$ cat src/rtl/calc_pkg.sv
// Shared definitions for the calculator front end: key codes, operator
// encodings, the sequencer state set and the key-event layout.
package calc_pkg;

    // Bit of the key event that marks a fresh press
    localparam int KEY_VLD_BIT = 4;

    // Keypad scan codes (matrix position, not the printed legend)
    localparam logic [3:0] KEY_DIG1 = 4'd0;
    localparam logic [3:0] KEY_DIG4 = 4'd1;
    localparam logic [3:0] KEY_DIG7 = 4'd2;
    localparam logic [3:0] KEY_DIG0 = 4'd3;
    localparam logic [3:0] KEY_DIG2 = 4'd4;
    localparam logic [3:0] KEY_DIG5 = 4'd5;
    localparam logic [3:0] KEY_DIG8 = 4'd6;
    localparam logic [3:0] KEY_CLR  = 4'd7;
    localparam logic [3:0] KEY_DIG3 = 4'd8;
    localparam logic [3:0] KEY_DIG6 = 4'd9;
    localparam logic [3:0] KEY_DIG9 = 4'd10;
    localparam logic [3:0] KEY_EQ   = 4'd11;
    localparam logic [3:0] KEY_ADD  = 4'd12;
    localparam logic [3:0] KEY_SUB  = 4'd13;
    localparam logic [3:0] KEY_MUL  = 4'd14;
    localparam logic [3:0] KEY_DIV  = 4'd15;

    // Operation codes presented to the ALU
    localparam logic [1:0] OP_ADD = 2'd0;
    localparam logic [1:0] OP_SUB = 2'd1;
    localparam logic [1:0] OP_MUL = 2'd2;
    localparam logic [1:0] OP_DIV = 2'd3;

    typedef enum logic [2:0] {
        ST_ENTER_A,
        ST_ENTER_B,
        ST_ISSUE,
        ST_WAIT,
        ST_SHOW,
        ST_ERROR
    } state_t;

endpackage

$ cat src/rtl/key_decode.sv
// Combinational classifier for keypad scan codes. Splits a code into
// digit / operator / equals / clear and recovers the digit value.
module key_decode
    import calc_pkg::*;
(
    input  logic [3:0] code,
    output logic       is_digit,
    output logic [3:0] digit,
    output logic       is_op,
    output logic [1:0] op,
    output logic       is_eq,
    output logic       is_clr
);

    // Map each scan code to its key class and value
    always_comb begin
        is_digit = 1'b0;
        digit    = 4'd0;
        is_op    = 1'b0;
        op       = OP_ADD;
        is_eq    = 1'b0;
        is_clr   = 1'b0;
        case (code)
            KEY_DIG0: begin is_digit = 1'b1; digit = 4'd0; end
            KEY_DIG1: begin is_digit = 1'b1; digit = 4'd1; end
            KEY_DIG2: begin is_digit = 1'b1; digit = 4'd2; end
            KEY_DIG3: begin is_digit = 1'b1; digit = 4'd3; end
            KEY_DIG4: begin is_digit = 1'b1; digit = 4'd4; end
            KEY_DIG5: begin is_digit = 1'b1; digit = 4'd5; end
            KEY_DIG6: begin is_digit = 1'b1; digit = 4'd6; end
            KEY_DIG7: begin is_digit = 1'b1; digit = 4'd7; end
            KEY_DIG8: begin is_digit = 1'b1; digit = 4'd8; end
            KEY_DIG9: begin is_digit = 1'b1; digit = 4'd9; end
            KEY_EQ:   is_eq  = 1'b1;
            KEY_CLR:  is_clr = 1'b1;
            KEY_ADD, KEY_SUB, KEY_MUL, KEY_DIV: begin
                // Operator codes are contiguous, so the low bits are the op
                is_op = 1'b1;
                op    = code[1:0];
            end
            default: ;
        endcase
    end

endmodule

$ cat src/rtl/calc_sequencer.sv
// Calculator front-end sequencer: builds decimal operands from key events,
// issues the operation to the ALU over valid/ready, and drives the display.
module calc_sequencer
    import calc_pkg::*;
#(
    parameter int WIDTH      = 16,
    parameter int MAX_DIGITS = 4
)
(
    input  logic             clock,
    input  logic             reset,
    input  logic [4:0]       key,
    output logic             op_valid,
    input  logic             op_ready,
    output logic [WIDTH-1:0] op_a,
    output logic [WIDTH-1:0] op_b,
    output logic [1:0]       op_code,
    input  logic             res_valid,
    input  logic [WIDTH-1:0] res_value,
    input  logic             res_error,
    output logic [WIDTH-1:0] display,
    output logic             err,
    output logic             busy
);

    localparam int             CW      = $clog2(MAX_DIGITS + 1);
    localparam logic [CW-1:0]  MAX_CNT = CW'(MAX_DIGITS);

    state_t           state, state_nx;
    logic [WIDTH-1:0] a, a_nx, b, b_nx, r, r_nx, display_nx;
    logic [CW-1:0]    cnt_a, cnt_a_nx, cnt_b, cnt_b_nx;
    logic [1:0]       op_nx;

    logic             press, is_digit, is_op, is_eq, is_clr;
    logic [3:0]       digit;
    logic [1:0]       op;

    assign press = key[KEY_VLD_BIT];

    key_decode u_key_decode (
        .code     (key[3:0]),
        .is_digit (is_digit),
        .digit    (digit),
        .is_op    (is_op),
        .op       (op),
        .is_eq    (is_eq),
        .is_clr   (is_clr)
    );

    // acc*10 + d as shift-add, avoiding a multiplier
    function automatic logic [WIDTH-1:0] append_digit(input logic [WIDTH-1:0] acc,
                                                      input logic [3:0]       d);
        return (acc << 3) + (acc << 1) + {{(WIDTH-4){1'b0}}, d};
    endfunction

    assign op_a = a;
    assign op_b = b;

    // Next-state, operand update and display selection
    always_comb begin
        state_nx = state;
        a_nx     = a;
        b_nx     = b;
        r_nx     = r;
        cnt_a_nx = cnt_a;
        cnt_b_nx = cnt_b;
        op_nx    = op_code;

        unique case (state)
            ST_ENTER_A, ST_ENTER_B, ST_SHOW, ST_ERROR: begin
                if (press && is_clr) begin
                    a_nx     = '0;
                    b_nx     = '0;
                    cnt_a_nx = '0;
                    cnt_b_nx = '0;
                    state_nx = ST_ENTER_A;
                end else if (press) begin
                    if (state == ST_ENTER_A) begin
                        if (is_digit && cnt_a < MAX_CNT) begin
                            a_nx     = append_digit(a, digit);
                            cnt_a_nx = cnt_a + CW'(1);
                        end else if (is_op) begin
                            if (cnt_a == '0) a_nx = '0;
                            op_nx    = op;
                            b_nx     = '0;
                            cnt_b_nx = '0;
                            state_nx = ST_ENTER_B;
                        end
                    end else if (state == ST_ENTER_B) begin
                        if (is_digit && cnt_b < MAX_CNT) begin
                            b_nx     = append_digit(b, digit);
                            cnt_b_nx = cnt_b + CW'(1);
                        end else if (is_op && cnt_b == '0) begin
                            op_nx = op;
                        end else if (is_eq && cnt_b != '0) begin
                            state_nx = ST_ISSUE;
                        end
                    end else if (state == ST_SHOW) begin
                        if (is_digit) begin
                            // A fresh digit starts a new calculation
                            a_nx     = append_digit('0, digit);
                            cnt_a_nx = CW'(1);
                            state_nx = ST_ENTER_A;
                        end else if (is_op) begin
                            // Chain: previous result becomes the left operand
                            a_nx     = r;
                            op_nx    = op;
                            b_nx     = '0;
                            cnt_b_nx = '0;
                            state_nx = ST_ENTER_B;
                        end
                    end
                end
            end
            ST_ISSUE: begin
                if (op_ready) state_nx = ST_WAIT;
            end
            ST_WAIT: begin
                if (res_valid) begin
                    if (res_error) begin
                        state_nx = ST_ERROR;
                    end else begin
                        r_nx     = res_value;
                        state_nx = ST_SHOW;
                    end
                end
            end
            default: state_nx = ST_ENTER_A;
        endcase

        unique case (state_nx)
            ST_ENTER_A:          display_nx = a_nx;
            ST_ENTER_B:          display_nx = (cnt_b_nx != '0) ? b_nx : a_nx;
            ST_ISSUE, ST_WAIT:   display_nx = b_nx;
            ST_SHOW:             display_nx = r_nx;
            default:             display_nx = '0;
        endcase
    end

    // State, operand and registered-output update
    always_ff @(posedge clock) begin
        if (reset) begin
            state    <= ST_ENTER_A;
            a        <= '0;
            b        <= '0;
            r        <= '0;
            cnt_a    <= '0;
            cnt_b    <= '0;
            op_code  <= OP_ADD;
            op_valid <= 1'b0;
            display  <= '0;
            err      <= 1'b0;
            busy     <= 1'b0;
        end else begin
            state    <= state_nx;
            a        <= a_nx;
            b        <= b_nx;
            r        <= r_nx;
            cnt_a    <= cnt_a_nx;
            cnt_b    <= cnt_b_nx;
            op_code  <= op_nx;
            op_valid <= (state_nx == ST_ISSUE);
            display  <= display_nx;
            err      <= (state_nx == ST_ERROR);
            busy     <= (state_nx == ST_ISSUE) || (state_nx == ST_WAIT);
        end
    end

endmodule

$ cat config.mk
export PLATFORM = sky130hd
export DESIGN_NAME = calc_sequencer
export DESIGN_NICKNAME = d
export VERILOG_FILES = /design/src/rtl/calc_pkg.sv /design/src/rtl/key_decode.sv /design/src/rtl/calc_sequencer.sv
export SDC_FILE = /design/constraint.sdc
export NUM_CORES = 1
export LEC_CHECK = 0
export ABC_AREA = 1
export ABC_CLOCK_PERIOD_IN_PS = 8300
export CORE_ASPECT_RATIO = 0.8
export CORE_MARGIN = 2
export CORE_UTILIZATION = 25
export CTS_CLUSTER_DIAMETER = 60
export CTS_CLUSTER_SIZE = 30
export DETAILED_ROUTE_END_ITERATION = 10
export PLACE_DENSITY = 0.46
export SLEW_MARGIN = 20
export SYNTH_ARGS = -nofsm -noshare
export SYNTH_HDL_FRONTEND = slang
export SYNTH_SLANG_ARGS = --single-unit
$ cat constraint.sdc
create_clock -name clock -period 8.3 [get_ports clock]
set_input_delay 2.49 -clock clock [delete_from_list [all_inputs] [get_ports clock]]
set_output_delay 2.49 -clock clock [all_outputs]
set_load 0.03 [all_outputs]
## After elaboration in Yosys (flattened, before gate mapping)

Index checks and enable logic that the tools add are counted.

| storage, ports and cells | value |
|---|---|
| bits in registers | 78 |
| output and inout bits | 53 |
| word-level logic and storage cells | 146 |

| operators by class | value |
|---|---|
| $add $sub $neg | 6 |
| $lt $le $gt $ge | 2 |
| equal/unequal tests | 31 |
| mux-type cells | 72 |
| bitwise operators | 1 |
| reductions and logical operators | 23 |

Operators with widths:

| operator | number |
|---|---|
| $mux W16 | 25 |
| $mux W3 | 30 |
| $pmux W16 S4 | 1 |
| $pmux W4 S9 | 1 |
| $add A16 B16 Y16 | 2 |
| $add A16 B4 Y16 | 2 |
| $eq A4 B4 Y1 const B | 8 |
| $mux W2 | 9 |
| $eq A4 B3 Y1 const B | 4 |
| $reduce_bool A3 Y1 | 5 |
| $eq A3 B2 Y1 const B | 4 |
| $eq A3 B3 Y1 const B | 4 |
| $logic_not A3 Y1 | 4 |
| $reduce_or A10 Y1 | 1 |
| $pmux W3 S3 | 1 |
| $eq A4 B2 Y1 const B | 2 |
| $reduce_and A8 Y1 | 1 |
| $reduce_or A4 Y1 | 2 |
| $add A3 B1 Y3 const B | 2 |
| $eq A3 B1 Y1 const B | 2 |
| $lt A3 B3 Y1 const B | 2 |
| $ne A3 B2 Y1 const B | 2 |
| $ne A3 B3 Y1 const B | 2 |
| $reduce_and A6 Y1 | 1 |
| other kinds (10) | 18 |

## Depth between registers and ports, before layout

| depth | value |
|---|---|
| depth in word-level cells | 14 |
| depth in mapped cells | 25 |

## By module

Synthesis repeated with hierarchy kept, for this count alone.

| unflattened totals | value |
|---|---|
| cell total of the unflattened synthesis | 1147 |
| area, all modules | 6857.8 µm² |

By module, submodules not included:

| module | times used | cells an instance | area an instance (µm²) | seq. area each (µm²) |
|---|---|---|---|---|
| calc_sequencer | 1 | 1118 | 6737.7 | 1561.5 |
| key_decode | 1 | 29 | 120.1 | 0.0 |

## Least setup slack after synthesis

No wires, ideal clock.

| timing path | value |
|---|---|
| path kind | input-to-reg |
| from | in key[3] |
| to | reg display[14] |
| arrival | 4.857 ns |
| data required time | 8.172 ns |
| path slack | 3.316 ns |
| stages | 24 |
| path buffers | 1 |
| cells stage by stage | nand2_1 -> buf_2 -> o21ai_0 -> inv_1 -> ha_1 -> ha_1 -> inv_1 -> fa_1 -> inv_1 -> nand3_1 -> nand3_1 -> nand3_1 -> nand3_1 -> nand2_1 -> nand3_1 -> nand2_1 -> nand2_1 -> nand2_1 -> nand2_1 -> nand2_1 -> nand2_1 -> nand2_1 -> nor2_1 -> nor2_1 |

| between the ends | value |
|---|---|
| word-level cells in the longest chain between the ends | 14 |

Ends and longest elaborated chain:

| element | RTL line | source |
|---|---|---|
| from (decl) | calc_sequencer.sv:12 | `input logic [4:0] key,` |
| branches (longest 13 deep; another with $add A16 B4 Y16) | - |  |
| $pmux W16 S4 (*) | calc_sequencer.sv:131 | `unique case (state_nx)` |
| to (signal assigned) | calc_sequencer.sv:163 | `display <= display_nx;` |
| to (decl) | calc_sequencer.sv:21 | `output logic [WIDTH-1:0] display,` |

Every way passes the cells marked *.
A chain may end at the register's enable or synchronous reset.

## Worst setup path after layout

| timing path | value |
|---|---|
| from | in key[2] |
| to | reg display[14] |

The elaborated chain is that of the path after synthesis.

==> flow_summary_export.csv <==
group,metric,value,unit
outcome,run_status,"finished clean",
die,die_w,190,µm
worst_setup_path,startpoint_type,"input port",
synth,synth_edf_count,0,
global_routing,overflow,0,
synth,ys_seq_area_share,22.5,%
detailed_routing,post_drt_wl_per_cell,16.6,µm
worst_setup_path,r2r-end,"display[0]",
synth,synth-main-ff-cell,"dfxtp_1",
clock_tree,clock_sinks,78,
worst_setup_path,crit_type,"input port to register",
detailed_routing,via_per_inst,4.75,
synth,yosys.area.top_type_share,22.5,%
synth,synth_area,0.00694,mm²
timing,fmax,164,MHz
detailed_routing,ant_nets,0,
layout,most-common-layout-cells,"330 x nand2_1, 152 x inv_1, 98 x a21oi_1",
worst_hold_path,hold_end,"op_code[1]",
worst_setup_path,crit_top_cell,"nand2_1",
worst_hold_path,hold_path_class,"register to register",
timing,tightest_slew,896,ps
die,start_util,25.4,%
synth,syn_avg_cell_area,6.04,µm²
timing,slew_viol_final,0,
worst_setup_path,crit_required,8510,ps
worst_setup_path,cp_cell_sequence,"clkdlybuf4s50_1 -> nand2_1 -> o21ai_0 -> inv_1 -> ha_1 -> ha_1 -> inv_1 -> fa_1 -> inv_1 -> nand3_1 -> nand2_1 -> nand3_1 -> nand3_1 -> nand2_1 -> nand3_1 -> nand2_1 -> nand2_1 -> nand2_1 -> a21boi_1 -> nor2_1 -> nor2_1 -> nor2_1",
flow_run,maxCapViolCount,0,
power,p_per_area,148,mW/mm²
die,pin_count,79,
synth,syn_nets,1236,
clock_tree,tritoncts,"done",
placed_design,place_congestion,0.893,
layout,diodes,0,
worst_setup_path,timing.rr.start,"state[1]",
clock_tree,path_clk_slew,70,ps
synth,synthCells,1150,
placed_design,portBuffers,78,
timing,hold_viol_final,0,
clock_tree,cts_buffer_depth,2,
timing,fin_tns_setup,0,ps
clock_tree,ctsHoldBuffers,0,
worst_setup_path,crit_arrival,6300,ps
die,coreArea,0.0273,mm²
timing,finalCritPeriodShare,73.4,%
worst_setup_path,r2r_cells,11,
synth,yosysUniqueCellTypes,46,
synth,async_flop_share,0,%
worst_setup_path,reg2reg_slack,4760,ps
die,rows,54,
clock_tree,htree_levels,3,
global_routing,track_usage,18.4,%
worst_setup_path,cp_top_family,"simple AND/OR/NAND/NOR gates",
clock_tree,root_buffer,"clkbuf_16",
worst_setup_path,path_buf_inv,4,
detailed_routing,drt_iter0_drc,548,
power,irDropWorstVdd,90.9,µV
timing,rsz0062_at_grt,"false",
die,die_area,0.0291,mm²
worst_setup_path,worstPathMaxFanout,22,
timing,fin_worst_skew,8.24,ps
worst_hold_path,hp-start,"op_code[1]",
global_routing,first_global_vias,7103,
layout,final_common_cell,"nand2_1",
worst_setup_path,crit_slowest_cell,"nand2_1",
timing,timing.final.crit_period,6090,ps
synth,ys.warnings.count,0,
power,design_power_total,1.24,mW
placed_design,dp_hpwl,20300,µm
detailed_routing,drt-total-wl,26200,µm
worst_setup_path,crit_path_end_kind,"register",
clock_tree,post_cts_resized,0,
clock_tree,cts_setup_buffers,0,
worst_setup_path,slowest_delay,550,ps
detailed_routing,vias,7496,
global_routing,grt_pass1_wl,41300,µm
clock_tree,worst_skew_pair.late_latency,350,ps
layout,area_growth,20.1,%
layout,nets,1295,
synth,synth_area_leader_cell,"dfxtp_1",
synth,yosys_register_bits,78,
timing,slew_headroom,40.1,%
global_routing,grt_max_degree,63,
synth,synth_area_leaders,"dfxtp_1 22%, nand2_1 18%, ha_1 10%, inv_1 8.2%, a21oi_1 7.1%",
timing,finalSetupViolations,0,
clock_tree,cts_buffers,9,
die,die_h,153,µm
detailed_routing,drc,0,
layout,drive_gt1_share,6.02,%
global_routing,antenna_found_initial,0,
worst_hold_path,min_path_cells,2,
detailed_routing,dr.pass1.iters,5,
power,p_leak,4.10,nW
-- registers in the layout (all words and copies together) (netlist names) --
name / cells
op_code: 2
op_valid: 1
op_b: 16
cnt_a: 3
display: 16
err: 1
r: 16
op_a: 16
cnt_b: 3
busy: 1
state: 3
-- metal layers --
layer	global-route usage (%)	wire, µm	vias up
met2	28.2	11000	198
met5	0	0	-
met1	26.9	13300	3452
met4	3.99	402	0
li1	-	-	3819
met3	2.76	1500	27
-- synth_stat cells, types with 3 or more instances --
cell type	instances
or2_0	11
buf_2	7
mux2i_1	6
nor2_4	3
buf_1	3
a31oi_1	4
nor2_1	92
nor2_2	6
nand2_1	330
inv_1	152
nand2_2	8
or2_1	4
o211ai_1	8
nand3_1	96
ha_1	56
clkbuf_1	24
or2_2	8
dfxtp_1	78
nand3_2	3
nor3_1	7
o22ai_1	5
inv_2	14
a21oi_1	98
xor2_1	4
o21ai_1	4
o21ai_0	74
xnor2_1	5
nand4_1	11
a21boi_1	3
fa_1	4
-- worst max-delay path by stage --
stage,start,end,slack [ps],depth (start not counted)
detailed placement,key[2],display[14],1930,22
finish,key[2],display[14],2210,22
global placement,key[2],display[14],2080,24
floorplan,key[3],display[14],3320,24
CTS,key[2],display[14],2270,22
global route,key[2],display[14],1830,22
-- cell families after synthesis --
| logic type | Yosys count | synth area share (%) |
|---|---|---|
| AOI/OAI and AO/OA | 205 | 16.0 |
| DFF | 78 | 22.5 |
| xor gates and xnor gates | 9 | 1.14 |
| adders and majority gates | 60 | 11.2 |
| muxes | 6 | 0.865 |
| buffers and inverters | 205 | 11.6 |
| and+or+nand+nor | 587 | 36.7 |
-- tightest hold or removal path, cell delays in order (launching register included) --
cell	delay, ps
dfxtp_1	310
nand2b_1	60
a21oi_1	50
-- through the flow --
step / setup slack, ps / hold WS (ps) / cells / utilization [%] / cell area, µm²
2_1_floorplan: 3320 / 451 / 1150 / - / 6940
3_3_place_gp: 2080 / 457 / 1562 / 29.5 / 8060
3_5_place_dp: 1930 / 460 / 1562 / 29.5 / 8060
4_1_cts: 2270 / 469 / 1577 / 30.5 / 8340
5_1_grt: 1830 / 505 / 1577 / 30.5 / 8340
6_report: 2210 / 465 / 1577 / 30.5 / 8340
-- power breakdown --
group	internal, mW	leakage [nW]	switching (mW)
combinational	0.150	3.33	0.260
clock	0.217	0.131	0.175
sequential	0.398	0.638	0.0346
total	0.766	4.10	0.470
-- area by class of cell --
| type | instances | area, µm² |
|---|---|---|
| multi-input combinational | 867 | 4580 |
| clock inverter | 3 | 20.0 |
| tap | 364 | 455 |
| fill | 3119 | 19000 |
| timing repair buffer | 86 | 836 |
| sequential | 78 | 1560 |
| inverter | 167 | 628 |
| clock buffer | 12 | 256 |
Power figures use the tool's default switching activity.
